`src/rtl/vga_vram_sched_if.sv`:
```
// Bus bundle between the VRAM scheduler and its CPU-write, VRAM and shift-stage neighbours.
// The DUT side uses the slave modport; the master modport is the environment's view.
interface vga_vram_sched_if #(
    parameter int ADDR_W = 15
);
    logic              frameStart;
    logic              lineStart;
    // wrReq/wrFull handshake: a push is taken on every clock where wrReq=1 and
    // wrFull=0; wrReq while wrFull=1 is dropped and latches wrOvf.
    logic              wrReq;
    logic [ADDR_W-1:0] wrAddr;
    logic [7:0]        wrData;
    logic              wrFull;
    logic              wrOvf;
    logic [ADDR_W-1:0] vramAddr;
    logic [7:0]        vramDout;
    logic              vramDoe;
    logic [7:0]        vramDin;
    logic              nVramOE;
    logic              nVramWE;
    logic              nLoad;
    logic [7:0]        parOut;
    logic [1:0]        dbg_state;

    modport slave (
        input  frameStart, lineStart, wrReq, wrAddr, wrData, vramDin,
        output wrFull, wrOvf, vramAddr, vramDout, vramDoe, nVramOE, nVramWE,
               nLoad, parOut, dbg_state
    );

    modport master (
        output frameStart, lineStart, wrReq, wrAddr, wrData, vramDin,
        input  wrFull, wrOvf, vramAddr, vramDout, vramDoe, nVramOE, nVramWE,
               nLoad, parOut, dbg_state
    );
endinterface

```
`src/rtl/vga_vram_sched.sv`:
```
// VRAM time-slot scheduler: video fetch owns half 0 of each 8-clock byte slot,
// buffered CPU writes take the remaining 4-clock halves.
module vga_vram_sched #(
    parameter int                ADDR_W         = 15,
    parameter int                BYTES_PER_LINE = 64,
    parameter logic [ADDR_W-1:0] VID_BASE       = '0,
    parameter int                DEPTH          = 4
) (
    input logic             clk,
    input logic             nReset,
    vga_vram_sched_if.slave bus
);
    localparam int CNT_W = $clog2(BYTES_PER_LINE + 1);
    localparam int PTR_W = $clog2(DEPTH);

    typedef enum logic [1:0] {W_IDLE, W_SETUP, W_STROBE, W_HOLD} wr_state_t;

    logic [2:0]        ph;
    logic [ADDR_W-1:0] vid_addr;
    logic [CNT_W-1:0]  fetch_cnt;
    logic              line_pend;
    logic              fetch_slot;
    wr_state_t         wr_state;

    logic [ADDR_W-1:0] fifo_addr [DEPTH];
    logic [7:0]        fifo_data [DEPTH];
    logic [PTR_W-1:0]  rd_ptr;
    logic [PTR_W-1:0]  wr_ptr;
    logic [PTR_W:0]    count;
    logic [PTR_W:0]    count_next;
    logic              push;
    logic              pop;
    logic              half_start;

    assign push = bus.wrReq && !bus.wrFull;
    // Next clock opens a write half: half 1 always, half 0 only when no fetch claims the slot.
    assign half_start = (ph == 3'd3) || ((ph == 3'd7) && (fetch_cnt == '0));
    assign pop        = half_start && (count != '0) && (wr_state == W_IDLE);
    assign bus.dbg_state = wr_state;

    always_comb begin
        count_next = count;
        if (push && !pop)      count_next = count + (PTR_W+1)'(1);
        else if (pop && !push) count_next = count - (PTR_W+1)'(1);
    end

    always_ff @(posedge clk) begin
        if (push) begin
            fifo_addr[wr_ptr] <= bus.wrAddr;
            fifo_data[wr_ptr] <= bus.wrData;
        end
    end

    always_ff @(posedge clk or negedge nReset) begin
        if (!nReset) begin
            ph           <= '0;
            vid_addr     <= VID_BASE;
            fetch_cnt    <= '0;
            line_pend    <= 1'b0;
            fetch_slot   <= 1'b0;
            wr_state     <= W_IDLE;
            rd_ptr       <= '0;
            wr_ptr       <= '0;
            count        <= '0;
            bus.wrFull   <= 1'b0;
            bus.wrOvf    <= 1'b0;
            bus.vramAddr <= '0;
            bus.vramDout <= '0;
            bus.vramDoe  <= 1'b0;
            bus.nVramOE  <= 1'b1;
            bus.nVramWE  <= 1'b1;
            bus.nLoad    <= 1'b1;
            bus.parOut   <= '0;
        end else begin
            ph <= ph + 3'd1;

            if (bus.lineStart)  line_pend <= 1'b1;
            else if (ph == 3'd0) line_pend <= 1'b0;

            if ((ph == 3'd0) && line_pend)     fetch_cnt <= CNT_W'(BYTES_PER_LINE);
            else if ((ph == 3'd3) && fetch_slot) fetch_cnt <= fetch_cnt - CNT_W'(1);

            // A frame reload overrides the post-fetch increment landing on the same edge.
            if (bus.frameStart)                vid_addr <= VID_BASE;
            else if ((ph == 3'd3) && fetch_slot) vid_addr <= vid_addr + ADDR_W'(1);

            if (ph == 3'd7) fetch_slot <= (fetch_cnt != '0);
            if ((ph == 3'd7) && (fetch_cnt != '0)) begin
                bus.vramAddr <= vid_addr;
                bus.nVramOE  <= 1'b0;
            end
            if ((ph == 3'd3) && fetch_slot) begin
                bus.nVramOE <= 1'b1;
                bus.parOut  <= bus.vramDin;
            end
            bus.nLoad <= !((ph == 3'd6) && fetch_slot);

            count      <= count_next;
            bus.wrFull <= (count_next == (PTR_W+1)'(DEPTH));
            if (bus.wrReq && bus.wrFull) bus.wrOvf <= 1'b1;
            if (push) wr_ptr <= wr_ptr + PTR_W'(1);
            if (pop)  rd_ptr <= rd_ptr + PTR_W'(1);

            case (wr_state)
                W_IDLE: begin
                    if (pop) begin
                        bus.vramAddr <= fifo_addr[rd_ptr];
                        bus.vramDout <= fifo_data[rd_ptr];
                        bus.vramDoe  <= 1'b1;
                        bus.nVramWE  <= 1'b1;
                        wr_state     <= W_SETUP;
                    end
                end
                W_SETUP: begin
                    bus.nVramWE <= 1'b0;
                    wr_state    <= W_STROBE;
                end
                W_STROBE: begin
                    bus.nVramWE <= 1'b1;
                    wr_state    <= W_HOLD;
                end
                W_HOLD: begin
                    bus.vramDoe <= 1'b0;
                    wr_state    <= W_IDLE;
                end
                default: wr_state <= W_IDLE;
            endcase
        end
    end
endmodule

```
`src/flat_wrapper.sv`:
```
// flat-port wrapper written by rule: the top's interface ports become plain ports
module vga_vram_sched_flat 
#(
    parameter int                ADDR_W         = 15,
    parameter int                BYTES_PER_LINE = 64,
    parameter logic [ADDR_W-1:0] VID_BASE       = '0,
    parameter int                DEPTH          = 4
)
  (clk, nReset, bus_frameStart, bus_lineStart, bus_wrReq, bus_wrAddr, bus_wrData, bus_vramDin, bus_wrFull, bus_wrOvf, bus_vramAddr, bus_vramDout, bus_vramDoe, bus_nVramOE, bus_nVramWE, bus_nLoad, bus_parOut, bus_dbg_state);
  vga_vram_sched_if #(.ADDR_W(ADDR_W)) bus_i ();
  input logic clk;
  input logic nReset;
  input wire logic [$bits(bus_i.frameStart)-1:0] bus_frameStart;
  input wire logic [$bits(bus_i.lineStart)-1:0] bus_lineStart;
  input wire logic [$bits(bus_i.wrReq)-1:0] bus_wrReq;
  input wire logic [$bits(bus_i.wrAddr)-1:0] bus_wrAddr;
  input wire logic [$bits(bus_i.wrData)-1:0] bus_wrData;
  input wire logic [$bits(bus_i.vramDin)-1:0] bus_vramDin;
  output wire logic [$bits(bus_i.wrFull)-1:0] bus_wrFull;
  output wire logic [$bits(bus_i.wrOvf)-1:0] bus_wrOvf;
  output wire logic [$bits(bus_i.vramAddr)-1:0] bus_vramAddr;
  output wire logic [$bits(bus_i.vramDout)-1:0] bus_vramDout;
  output wire logic [$bits(bus_i.vramDoe)-1:0] bus_vramDoe;
  output wire logic [$bits(bus_i.nVramOE)-1:0] bus_nVramOE;
  output wire logic [$bits(bus_i.nVramWE)-1:0] bus_nVramWE;
  output wire logic [$bits(bus_i.nLoad)-1:0] bus_nLoad;
  output wire logic [$bits(bus_i.parOut)-1:0] bus_parOut;
  output wire logic [$bits(bus_i.dbg_state)-1:0] bus_dbg_state;
  assign bus_i.frameStart = bus_frameStart;
  assign bus_i.lineStart = bus_lineStart;
  assign bus_i.wrReq = bus_wrReq;
  assign bus_i.wrAddr = bus_wrAddr;
  assign bus_i.wrData = bus_wrData;
  assign bus_i.vramDin = bus_vramDin;
  assign bus_wrFull = bus_i.wrFull;
  assign bus_wrOvf = bus_i.wrOvf;
  assign bus_vramAddr = bus_i.vramAddr;
  assign bus_vramDout = bus_i.vramDout;
  assign bus_vramDoe = bus_i.vramDoe;
  assign bus_nVramOE = bus_i.nVramOE;
  assign bus_nVramWE = bus_i.nVramWE;
  assign bus_nLoad = bus_i.nLoad;
  assign bus_parOut = bus_i.parOut;
  assign bus_dbg_state = bus_i.dbg_state;
  vga_vram_sched #(.ADDR_W(ADDR_W), .BYTES_PER_LINE(BYTES_PER_LINE), .VID_BASE(VID_BASE), .DEPTH(DEPTH)) u_core (.clk(clk), .nReset(nReset), .bus(bus_i));
endmodule
```
`config.mk`:
```
export PLATFORM = sky130hd
export DESIGN_NAME = vga_vram_sched_flat
export DESIGN_NICKNAME = d
export VERILOG_FILES = /design/src/rtl/vga_vram_sched_if.sv /design/src/rtl/vga_vram_sched.sv /design/src/flat_wrapper.sv
export SDC_FILE = /design/constraint.sdc
export NUM_CORES = 1
export LEC_CHECK = 0
export BUFFER_PORTS_ARGS = -buffer_cell sky130_fd_sc_hd__buf_2
export CORE_ASPECT_RATIO = 0.8
export CORE_MARGIN = 3
export CORE_UTILIZATION = 35
export CTS_CLUSTER_DIAMETER = 40
export DETAILED_ROUTE_END_ITERATION = 6
export GPL_TIMING_DRIVEN = 0
export PLACE_DENSITY_LB_ADDON = 0.25
export SYNTH_ARGS = -nofsm -noshare
export SYNTH_HDL_FRONTEND = slang
export SYNTH_SLANG_ARGS = --single-unit
```
`constraint.sdc`:
```
create_clock -name clk -period 2.2 [get_ports clk]
set_input_delay 0.55 -clock clk [delete_from_list [all_inputs] [get_ports clk]]
set_output_delay 0.55 -clock clk [all_outputs]
set_load 0.05 [all_outputs]
```
# == Word-level counts from Yosys, hierarchy flattened ==
# Memory sizes are Yosys's and may differ from the RTL's. A register that Yosys moved wholly into a read port is not among the register bits.
# Cells that the tools add are included.
# W data, S select, Z words.
# classes
reduce_logical,31
n_addsub,7
muxes,20
eq_ne,8
# op_table
operator,n
$mux W15,5
$add A15 B1 Y15 const B,1
$mux W7,2
$logic_and A1 B1 Y1,11
$reduce_bool A2 Y1,5
$eq A3 B3 Y1 const B,3
$pmux W2 S4,1
$logic_not A7 Y1,1
$mux W1,7
$reduce_bool A7 Y1,1
$sub A7 B1 Y7 const B,1
$add A3 B1 Y3 const B,2
$mux W3,2
$reduce_and A2 Y1,3
$reduce_bool A3 Y1,2
$logic_not A1 Y1,5
$add A2 B1 Y2 const B,2
$eq A2 B2 Y1 const B,2
$eq A3 B2 Y1 const B,1
$logic_not A3 Y1,1
$pmux W1 S3,1
$sub A3 B1 Y3 const B,1
$eq A2 B1 Y1 const B,1
$logic_not A2 Y1,1
4 further kinds,4
# word_totals
wordCells,85
mem_count,2
in_bits,36
register_bits,65
ram_bits,92
# mem_list
memory,words,word_bits,rd,rd_clocked_by_memory_dff,write_ports,line,source
u_core.fifo_addr,4,15,1,0,1,vga_vram_sched.sv:25,logic [ADDR_W-1:0] fifo_addr [DEPTH];
u_core.fifo_data,4,8,1,1,1,vga_vram_sched.sv:26,logic [7:0] fifo_data [DEPTH];

# == Depth between registers and ports, before layout ==
# Gate-level depths: netlist of the first run.
# logic_depth
word_depth,9
depth_mapped,8

# == Worst setup path before layout of the first run ==
# No wires, ideal clock.
# synth_path
path_kind,reg-to-reg
start,register u_core.fetch_cnt[0]
end,"register u_core.bus.vramDout[1], read port of u_core.fifo_data"
path_slack_ns,0.177
setup_ns,0.125
t_arrival_ns,1.898
stages_incl_launch_ff,8
path_cell_list,dfrtp_1 inv_1 ha_1 nor4b_4 a31oi_2 nor3b_4 buf_4 mux2_2
# synth_via
elab_chain_len,6
# synth_rtl
element,line,source
from (decl),vga_vram_sched.sv:20,logic [CNT_W-1:0] fetch_cnt;
from (signal assigned),vga_vram_sched.sv:80,if ((ph == 3'd0) && line_pend) fetch_cnt <= CNT_W'(BYTES_PER_LINE);
from (signal assigned),vga_vram_sched.sv:81,else if ((ph == 3'd3) && fetch_slot) fetch_cnt <= fetch_cnt - CNT_W'(1);
$logic_not A7 Y1,vga_vram_sched.sv:37,assign half_start = (ph == 3'd3) || ((ph == 3'd7) && (fetch_cnt == '0));
$logic_and A1 B1 Y1,vga_vram_sched.sv:37,
$logic_or A1 B1 Y1,vga_vram_sched.sv:37,
$logic_and A1 B1 Y1 (2 in series),vga_vram_sched.sv:38,assign pop = half_start && (count != '0) && (wr_state == W_IDLE);
$reduce_and A2 Y1 (no line),n/a,
to (decl),vga_vram_sched_if.sv:27,"output wrFull, wrOvf, vramAddr, vramDout, vramDoe, nVramOE, nVramWE,"
# No other way between the ends.
# A chain may end at the register's enable or synchronous reset.

# == Final worst setup path of the first run ==
# layout_path
start,register u_core.fetch_cnt[0]
end,register u_core.bus.wrFull
# layout_via
elab_chain_len,9
elab_cells_between_ends,11
cone_classes,eq/ne (1); mux (2); reduce/logical (8)
# layout_rtl
element,line,source
$logic_not A7 Y1 *,vga_vram_sched.sv:37,
$logic_and A1 B1 Y1 *,vga_vram_sched.sv:37,
$logic_or A1 B1 Y1 *,vga_vram_sched.sv:37,
$logic_and A1 B1 Y1 * (2 in series),vga_vram_sched.sv:38,
$logic_and A1 B1 Y1 or $logic_not A1 Y1 (tied branches),"vga_vram_sched.sv:44, vga_vram_sched.sv:43",
$mux W3 or $logic_and A1 B1 Y1 (tied branches),"vga_vram_sched.sv:44, vga_vram_sched.sv:43",
$mux W3 *,vga_vram_sched.sv:43,if (push && !pop) count_next = count + (PTR_W+1)'(1);
net u_core.count_next[2],vga_vram_sched.sv:30,logic [PTR_W:0] count_next;
$eq A3 B3 Y1 *,vga_vram_sched.sv:99,bus.wrFull <= (count_next == (PTR_W+1)'(DEPTH));
to (signal assigned),vga_vram_sched.sv:99,
to (decl),vga_vram_sched_if.sv:27,
# The timed path passes the listed nets; every way through them passes the cells marked *.

==> results.yml, run 1 <==
outcome:
  status: "complete, no violations"
sta:
  drv_slew: 0
  slew_headroom: 0.534
  skew_ps: 8.53
  period_minus_slack_ps: 2110
  fin_setup_tns_ps: 0
  hold_viol_final: 0
  tightest_slew_ps: 699
  finalCritPeriodShare: 0.958
  finalSetupViolations: 0
  max_freq_mhz: 474
route:
  vias: 3819
  route.detailed.drc: 0
  routedWlPerCell_um: 16.4
  drt-total-wl_um: 13200
  wl_met2_um: 6050
  maxUsedRoutingLayer: "met5"
  drt_iter0_drc: 185
  postRouteAntennaNets: 0
  wl_met1_um: 6240
  drt_first_pass_iters: 4
  detail_route.vias_per_cell: 4.71
  met3_wirelength_um: 802
worst_setup_path:
  critPathCaptureType: "flip-flop"
  crit_arrival_ps: 2460
  crit_path_start_kind: "flip-flop"
  crit_fanout: 4
  r2r_slack_ps: 90
  cp.required_ps: 2560
  path_class: "flip-flop to flip-flop"
cts:
  cts_tree: "built"
  worstSkewPairLatency_ps: 430
  cts_max_path_buffers: 2
  cts-htree-levels: 4
  root_buffer: "clkbuf_16"
  numCtsBuffers: 17
  path_clk_slew_ps: 70
  postCtsHoldBufs: 0
  clock-sinks: 165
placement:
  place_area_um2: 7450
  port_buffers: 74
  place.gp.congestion: 0.817
  place_hpwl_um: 8870
  dp_cells: 773
yosys:
  yosys_warnings: 0
  syn_inst: 445
  avgSynthCellArea_um2: 15.1
  synth_cell_types: 40
  yosysMostFrequentCell: "edfxtp_1"
  synth_edf_count: 92
  synth_nets: 500
  synth_area_leaders: "edfxtp_1 (41%), dfrtp_1 (26%), mux4_2 (7.7%)"
  ys_seq_area_frac: 0.682
  async_flop_share: 0.442
  ys.flop_type: "edfxtp_1"
  synth.cell_area_um2: 6730
  synthTopCellsByCount: "edfxtp_1 (92), dfrtp_1 (70), nand2_1 (61)"
  ys_ff_latch: 165
  yosys.area.top_type: "edfxtp_1"
  synth_top_area_frac: 0.410
global_routing:
  grt_overflow: 0
  antenna_found_initial: 2
  grt_pass1_wl_um: 21600
  first_global_vias: 3960
  grt.total_usage: 0.136
  grt_max_degree: 46
worst_hold_path:
  hp-class: "input port to async pin"
flow_run:
  drv_cap: 0
finish:
  fillers: 1692
  area_growth_pct: 21.1
  diodes: 0
  final-seq-area_um2: 4590
  layout-drive-gt1-share: 0.307
  design_area_um2: 8150
  nets: 599
  final_util: 0.441
  fin_cells: 810
  multi_input_area_um2: 2040
pwr:
  powerDensity_nw_per_um2: 1140
  vdd_ir_drop_max_uv: 565
  p_leak_uw: 0.00338
die:
  ioPinCount: 75
  die_h_um: 130
  rows: 44
  start_util: 0.364
  dieWidth_um: 161
  dieArea_um2: 20900
  core-area_um2: 18500
report_power, final:
part           total [uW]  leakage (uW)  switching [uW]  internal [uW]
registers            4020       0.00177             204           3810
logic                2270       0.00131            1370            896
clock network        2970      0.000293            1350           1630
total                9260       0.00338            2920           6340
logic make-up after synthesis:
kind of cell,count (synthesis),synth area share
AOI/OAI and AO/OA,35,0.0310
xor gates and xnor gates,25,0.0325
adders and majority gates,19,0.0353
buffers and inverters,33,0.0203
DFF,165,0.682
muxes,48,0.116
and+or+nand+nor,120,0.0831
state kept, by name (all words and copies together) (netlist names), 2 cells and up:
signal                cells
u_core.bus.dbg_state      2
u_core.count              3
u_core.wr_ptr             2
u_core.fetch_cnt          7
u_core.rd_ptr             2
u_core.bus.parOut         8
u_core.ph                 3
u_core.fifo_addr         60
u_core.vid_addr          15
u_core.fifo_data         32
u_core.bus.vramAddr      15
u_core.bus.vramDout       8
final timing paths:
kind                                startpoint              endpoint  depth (start not counted)
max                        u_core.fetch_cnt[0]     u_core.bus.wrFull                         10
min                                     nReset  u_core.bus.parOut[6]                          1
max reg2reg                u_core.fetch_cnt[0]     u_core.bus.wrFull                         10
min reg2reg                   u_core.bus.wrOvf      u_core.bus.wrOvf                          1
max in group asynchronous               nReset    u_core.bus.nVramOE                          2
min in group clk                 bus_lineStart      u_core.line_pend                          2
what timing repair did:
item	4_1_cts	5_1_grt
pin swaps	1	1
setup buffers	4	3
hold endpoints to repair	0	0
setup endpoints to repair	117	32
resized for setup	7	13
critical path: stages, from the launching register on:
cell,delay (ps)
dfrtp_1,410
inv_2,80
ha_1,140
nor4b_4,170
buf_4,180
a31oi_4,120
nor3b_4,220
buf_6,140
buf_4,140
mux2i_2,240
nor3b_2,190
layer usage:
metal  vias to the layer above  global-route usage
met1                      1902               0.183
li1                       1809                   -
met3                        16              0.0463
met4                         4              0.0400
met5                         -                   0
met2                        88               0.213
final cells by class:
class	instances	share of cell area
multi-input cells	247	0.250
plain buffers	15	0.00982
repair buffers	82	0.0560
flip-flops and latches	165	0.563
well taps	253	0.0388
clock inverters	15	0.0223
inverters	16	0.00737
clock buffers	17	0.0522
per-stage QoR:
| step | total power (uW) | hold WS [ps] | setup slack (ps) |
|---|---|---|---|
| global placement | 6280 | 443 | -386 |
| global route | 9770 | 81.1 | -5.20 |
| floorplan | 5720 | 254 | 177 |
| detailed placement | 6370 | 447 | -417 |
| CTS | 9380 | 66.9 | 17.7 |
| finish | 9260 | 60.2 | 91.5 |
cells in the final DEF (no fill, tap or decap), types with 4 or more instances in the layout:
cell type / netlist / layout
a21oi_1: 4 / 4
xnor2_1: 17 / 17
o21ai_0: 21 / 20
nor2_1: 25 / 25
buf_4: 2 / 9
inv_6: 0 / 5
buf_2: 4 / 76
nor3_1: 5 / 5
and2_2: 0 / 5
nand3_1: 5 / 5
inv_1: 16 / 14
clkbuf_1: 10 / 7
mux2i_1: 17 / 16
mux2_2: 8 / 8
clkbuf_16: 0 / 17
mux4_2: 23 / 23
nand2_1: 61 / 60
edfxtp_1: 92 / 92
dfrtp_1: 70 / 70
ha_1: 19 / 18
xor2_1: 8 / 8
No activity file was read; power rests on OpenSTA's default activity.
==> inputs of run 2 (changes only) <==
ABC_AREA = 1   (was not set)
==> results.yml, run 2 <==
pwr:
  power_frac_comb: 0.300
  p_sw_uw: 3400
  pwr-share-clk: 0.276
  vdd_ir_drop_max_uv: 546
  p_leak_uw: 0.00348
  powerDensity_nw_per_um2: 1170
  p_sw_frac: 0.354
  intPower_uw: 6220
  power_frac_seq: 0.424
cts:
  cts_tree: "built"
  numCtsBuffers: 17
  clock-sinks: 165
  path_clk_slew_ps: 60
  worstSkewPairLatency_ps: 420
  cts-htree-levels: 4
  cts_max_path_buffers: 2
  root_buffer: "clkbuf_16"
die:
  die_h_um: 132
  core-area_um2: 19100
  dieWidth_um: 163
  ioPinCount: 75
  start_util: 0.360
  dieArea_um2: 21400
  rows: 45
finish:
  diodes: 0
  layout-drive-gt1-share: 0.210
  final_common_cell: "nor2_1"
  area_growth_pct: 19.8
  fillers: 1809
  most-common-layout-cells: "nor2_1 (106), nand2_1 (93), edfxtp_1 (92)"
  design_area_um2: 8260
  fin_cells: 976
  regMostFlops: "u_core.fifo_addr"
  nets: 760
  final_util: 0.431
  largest_registers: "u_core.fifo_addr (60), u_core.fifo_data (32)"
  largest_reg_flops: 60
sta:
  hold_viol_final: 0
  hold_slack_ps: 313
  skew_ps: 5.34
  slew_headroom: 0.455
  drv_slew: 0
  tightest_slew_ps: 816
  finalCritPeriodShare: 0.918
  rsz0062_at_grt: "no"
  max_freq_mhz: 495
  period_minus_slack_ps: 2020
  finalSetupViolations: 0
  setup_ws_ps: 180
placement:
  port_buffers: 74
  place_area_um2: 7710
  pre_cts_ws_ps: -86.4
  place_hpwl_um: 10700
  place.gp.congestion: 0.839
  dp_cells: 943
worst_hold_path:
  hold_start: "bus_lineStart"
  min_to: "u_core.line_pend"
  hp-class: "input port to flip-flop"
  hold_depth: 2
yosys:
  yosys_warnings: 0
  ys_seq_area_frac: 0.666
  syn_inst: 607
  synthTopCellsByCount: "nor2_1 (111), nand2_1 (93), edfxtp_1 (92)"
  synth_top_area_frac: 0.401
  synth.cell_area_um2: 6890
  yosysMostFrequentCell: "nor2_1"
  yosys.area.top_type: "edfxtp_1"
  async_flop_share: 0.442
  synth_area_leaders: "edfxtp_1 (40%), dfrtp_1 (25%), nor2_1 (6.0%)"
  ys.flop_type: "edfxtp_1"
  synth_cell_types: 35
  ys_ff_latch: 165
  avgSynthCellArea_um2: 11.4
  synth_edf_count: 92
  synth_nets: 662
route:
  postRouteAntennaNets: 0
  route.detailed.drc: 0
  vias: 4768
  routedWlPerCell_um: 15.9
  drt_first_pass_iters: 5
  detail_route.vias_per_cell: 4.89
  drt_iter0_drc: 343
  drt-total-wl_um: 15500
worst_setup_path:
  r2r_slack_ps: 180
  critical_path_depth: 10
  crit_arrival_ps: 2330
  crit_path_max_incr_delay_ps: 370
  critPathSlowestCell: "dfrtp_1"
  cp_top_family: "simple AND/OR/NAND/NOR gates"
  critPathCaptureType: "flip-flop"
  cp.required_ps: 2510
  crit_fanout: 7
  path_class: "flip-flop to flip-flop"
  crit_buf_inv: 1
  r2r_start: "u_core.ph[1]"
  rr_worst_depth: 10
  r2r-end: "u_core.vid_addr[12]"
  crit_path_start_kind: "flip-flop"
  cp_cell_sequence: "ha_1 -> ha_1 -> nand2_2 -> inv_2 -> nand2_2 -> nor3_2 -> nand3_1 -> nor3_2 -> a21oi_1 -> o21a_1"
global_routing:
  grt.total_usage: 0.150
  grt_max_degree: 59
  grt_overflow: 0
  grt_pass1_wl_um: 24900
  first_global_vias: 4607
  antenna_found_initial: 3
flow_run:
  drv_cap: 0
outcome:
  status: "complete, no violations"
## run 2: cell types whose count changed after synthesis, sizes merged, moves of 17 or more
cell   before  now
o32ai       0   23
nand2      61   98
xnor2      17    0
inv        16   50
o21ai      21   42
mux2i      17    0
nor2       25  112
mux4       23    0
## run 2: cell type report
class                   count  area (um2)  share of cell area
plain buffers              24         120              0.0145
clock buffers              18         429              0.0520
clock inverters            14         103              0.0124
inverters                  50         188              0.0227
multi-input cells         368        2010               0.243
flip-flops and latches    165        4590               0.556
well taps                 258         323              0.0391
repair buffers             79         493              0.0597
## run 2: worst max path at each step
stage | from | end
5_1_grt | u_core.ph[1] | u_core.vid_addr[12]
6_report | u_core.ph[1] | u_core.vid_addr[12]
4_1_cts | u_core.bus.wrFull | u_core.fifo_addr[0][3]
3_5_place_dp | bus_wrReq | u_core.fifo_data[0][7]
3_3_place_gp | bus_wrReq | u_core.fifo_addr[1][0]
2_1_floorplan | u_core.bus.wrFull | u_core.fifo_addr[0][0]
## run 2: timing repair
action / 4_1_cts / 5_1_grt
endpoints found under the setup margin: 0 / 1
resized for setup: 0 / 1
endpoints found under the hold margin: 15 / 0
hold buffers: 1 / 0
setup buffers: 0 / 0
## run 2: metal layers
layer,wire [um],global-route usage,share of wire
met4,243,0.0465,0.016
met5,34,0,0.0022
met1,7300,0.209,0.47
met3,655,0.0400,0.042
met2,7270,0.230,0.47
## run 2: per-stage QoR
stage / setup TNS, ps / total power, uW
after floorplan: -16350 / 6080
after global placement: -103080 / 6880
after detailed placement: -3640 / 7050
after CTS: 0 / 9730
after global routing: 0 / 10200
final: 0 / 9630
## run 2: cells by family after synthesis
group / share of synthesized area
xor+xnor: 0.00635
simple gates: 0.139
mux: 0.0169
compound gates: 0.0919
fa+ha+maj: 0.0345
flops: 0.666
buf+inv: 0.0447
## run 2: worst register-to-register path, delay by kind of cell, from the launching register on
kind	cells	cell delay, ps
simple gates	5	810
flops	1	370
fa+ha+maj	2	360
compound gates	2	200
buf+inv	1	170
## run 2: power groups by stage
stage / Clock (uW) / Sequential (uW) / Combinational [uW]
2_1_floorplan: 0 / 4600 / 1480
3_3_place_gp: 0 / 4140 / 2740
3_5_place_dp: 0 / 4140 / 2920
4_1_cts: 2730 / 4080 / 2930
5_1_grt: 2870 / 4130 / 3180
6_report: 2660 / 4080 / 2890
==> inputs of run 3 (changes only) <==
clock period = 2.23 ns   (was 2.2 ns; I/O delays follow)
==> results.yml, run 3 (synthesized netlist as in run 2, its figures left out) <==
outcome:
  status: "complete, no violations"
worst_setup_path:
  path_class: "flip-flop to flip-flop"
  startpoint: "u_core.ph[1]"
  crit_path_start_kind: "flip-flop"
  cp.required_ps: 2540
  crit_fanout: 7
  critPathCaptureType: "flip-flop"
  r2r_start: "u_core.ph[1]"
  crit_arrival_ps: 2320
pwr:
  p_leak_uw: 0.00348
  vdd_ir_drop_max_uv: 538
  powerDensity_nw_per_um2: 1150
sta:
  skew_ps: 5.33
  finalSetupViolations: 0
  drv_slew: 0
  period_minus_slack_ps: 2010
  hold_slack_ps: 321
  rsz0062_at_grt: "no"
  finalCritPeriodShare: 0.901
  slew_headroom: 0.455
  max_freq_mhz: 497
  tightest_slew_ps: 816
  hold_viol_final: 0
finish:
  diodes: 0
  largest_registers: "u_core.fifo_addr (60), u_core.fifo_data (32)"
  regMostFlops: "u_core.fifo_addr"
  layout-drive-gt1-share: 0.209
  largest_reg_flops: 60
  design_area_um2: 8260
  most-common-layout-cells: "nor2_1 (107), nand2_1 (93), edfxtp_1 (92)"
  nets: 760
  final_util: 0.431
  final_common_cell: "nor2_1"
  fillers: 1811
  area_growth_pct: 19.8
route:
  route.detailed.drc: 0
  postRouteAntennaNets: 0
  drt_iter0_drc: 343
  drt_first_pass_iters: 5
  routedWlPerCell_um: 15.9
  drt-total-wl_um: 15500
  detail_route.vias_per_cell: 4.89
  vias: 4772
flow_run:
  drv_cap: 0
global_routing:
  grt_max_degree: 59
  grt.total_usage: 0.150
  grt_overflow: 0
  antenna_found_initial: 3
  first_global_vias: 4607
  grt_pass1_wl_um: 24900
die:
  dieWidth_um: 163
  die_h_um: 132
  dieArea_um2: 21400
  ioPinCount: 75
  start_util: 0.360
  rows: 45
  core-area_um2: 19100
worst_hold_path:
  hold_start: "bus_lineStart"
  hp-class: "input port to flip-flop"
cts:
  cts_max_path_buffers: 2
  path_clk_slew_ps: 60
  clock-sinks: 165
  cts_setup_buffers: 0
  cts-htree-levels: 4
  cts_tree: "built"
  cts-resized-gates: 0
  postCtsHoldBufs: 1
  root_buffer: "clkbuf_16"
  numCtsBuffers: 17
  worstSkewPairLatency_ps: 420
placement:
  place.gp.congestion: 0.839
  port_buffers: 74
  place_area_um2: 7710
  place_hpwl_um: 10700
-- run 3: layout make-up --
class	instances	area, um2	area share
Timing Repair Buffer	79	493	0.0597
Clock buffer	18	429	0.0520
Sequential cell	165	4590	0.556
Multi-Input combinational cell	368	2010	0.243
Buffer	24	120	0.0145
Clock inverter	14	103	0.0124
Tap cell	258	323	0.0391
Inverter	50	188	0.0227
-- run 3: layer usage --
| layer | track usage | vias up | routed length [um] |
|---|---|---|---|
| met5 | 0 | - | 34 |
| met4 | 0.0465 | 6 | 243 |
| met3 | 0.0400 | 28 | 657 |
| met2 | 0.230 | 94 | 7260 |
| met1 | 0.209 | 2355 | 7290 |
| li1 | - | 2289 | - |
-- run 3: through the flow --
| stage | std cells | total power (uW) | setup TNS, ps | setup WS [ps] |
|---|---|---|---|---|
| 3_3_place_gp | 939 | 6790 | -101010 | -1130 |
| 3_5_place_dp | 943 | 6960 | -2170 | -63.9 |
| 4_1_cts | 976 | 9600 | 0 | 199 |
| 2_1_floorplan | 607 | 6000 | -13590 | -148 |
| 6_report | 976 | 9500 | 0 | 220 |
| 5_1_grt | 976 | 10000 | 0 | 25.5 |
-- run 3: worst max-delay path, stage by stage, from the launching register on --
cell	delay, ps
dfrtp_1	370
ha_1	180
ha_1	180
nand2_2	140
inv_2	160
nand2_2	90
nor3_2	170
nand3_1	200
nor3_2	200
a21oi_1	90
o21a_1	110
-- run 3: worst paths after layout --
kind | slack [ps] | depth (start not counted) | to
worst max-delay path | 220 | 10 | u_core.vid_addr[12]
worst min-delay path | 320 | 2 | u_core.line_pend
max in group asynchronous | 1050 | 3 | u_core.bus.nLoad
worst min register to register | 460 | 1 | u_core.bus.nLoad
worst max register to register | 220 | 10 | u_core.vid_addr[12]
min in group asynchronous | 550 | 2 | u_core.bus.parOut[1]
-- run 3: where the power goes --
group / internal (uW) / switching [uW] / total (uW)
clock: 1430 / 1190 / 2620
combinational: 884 / 1960 / 2850
sequential: 3830 / 199 / 4030
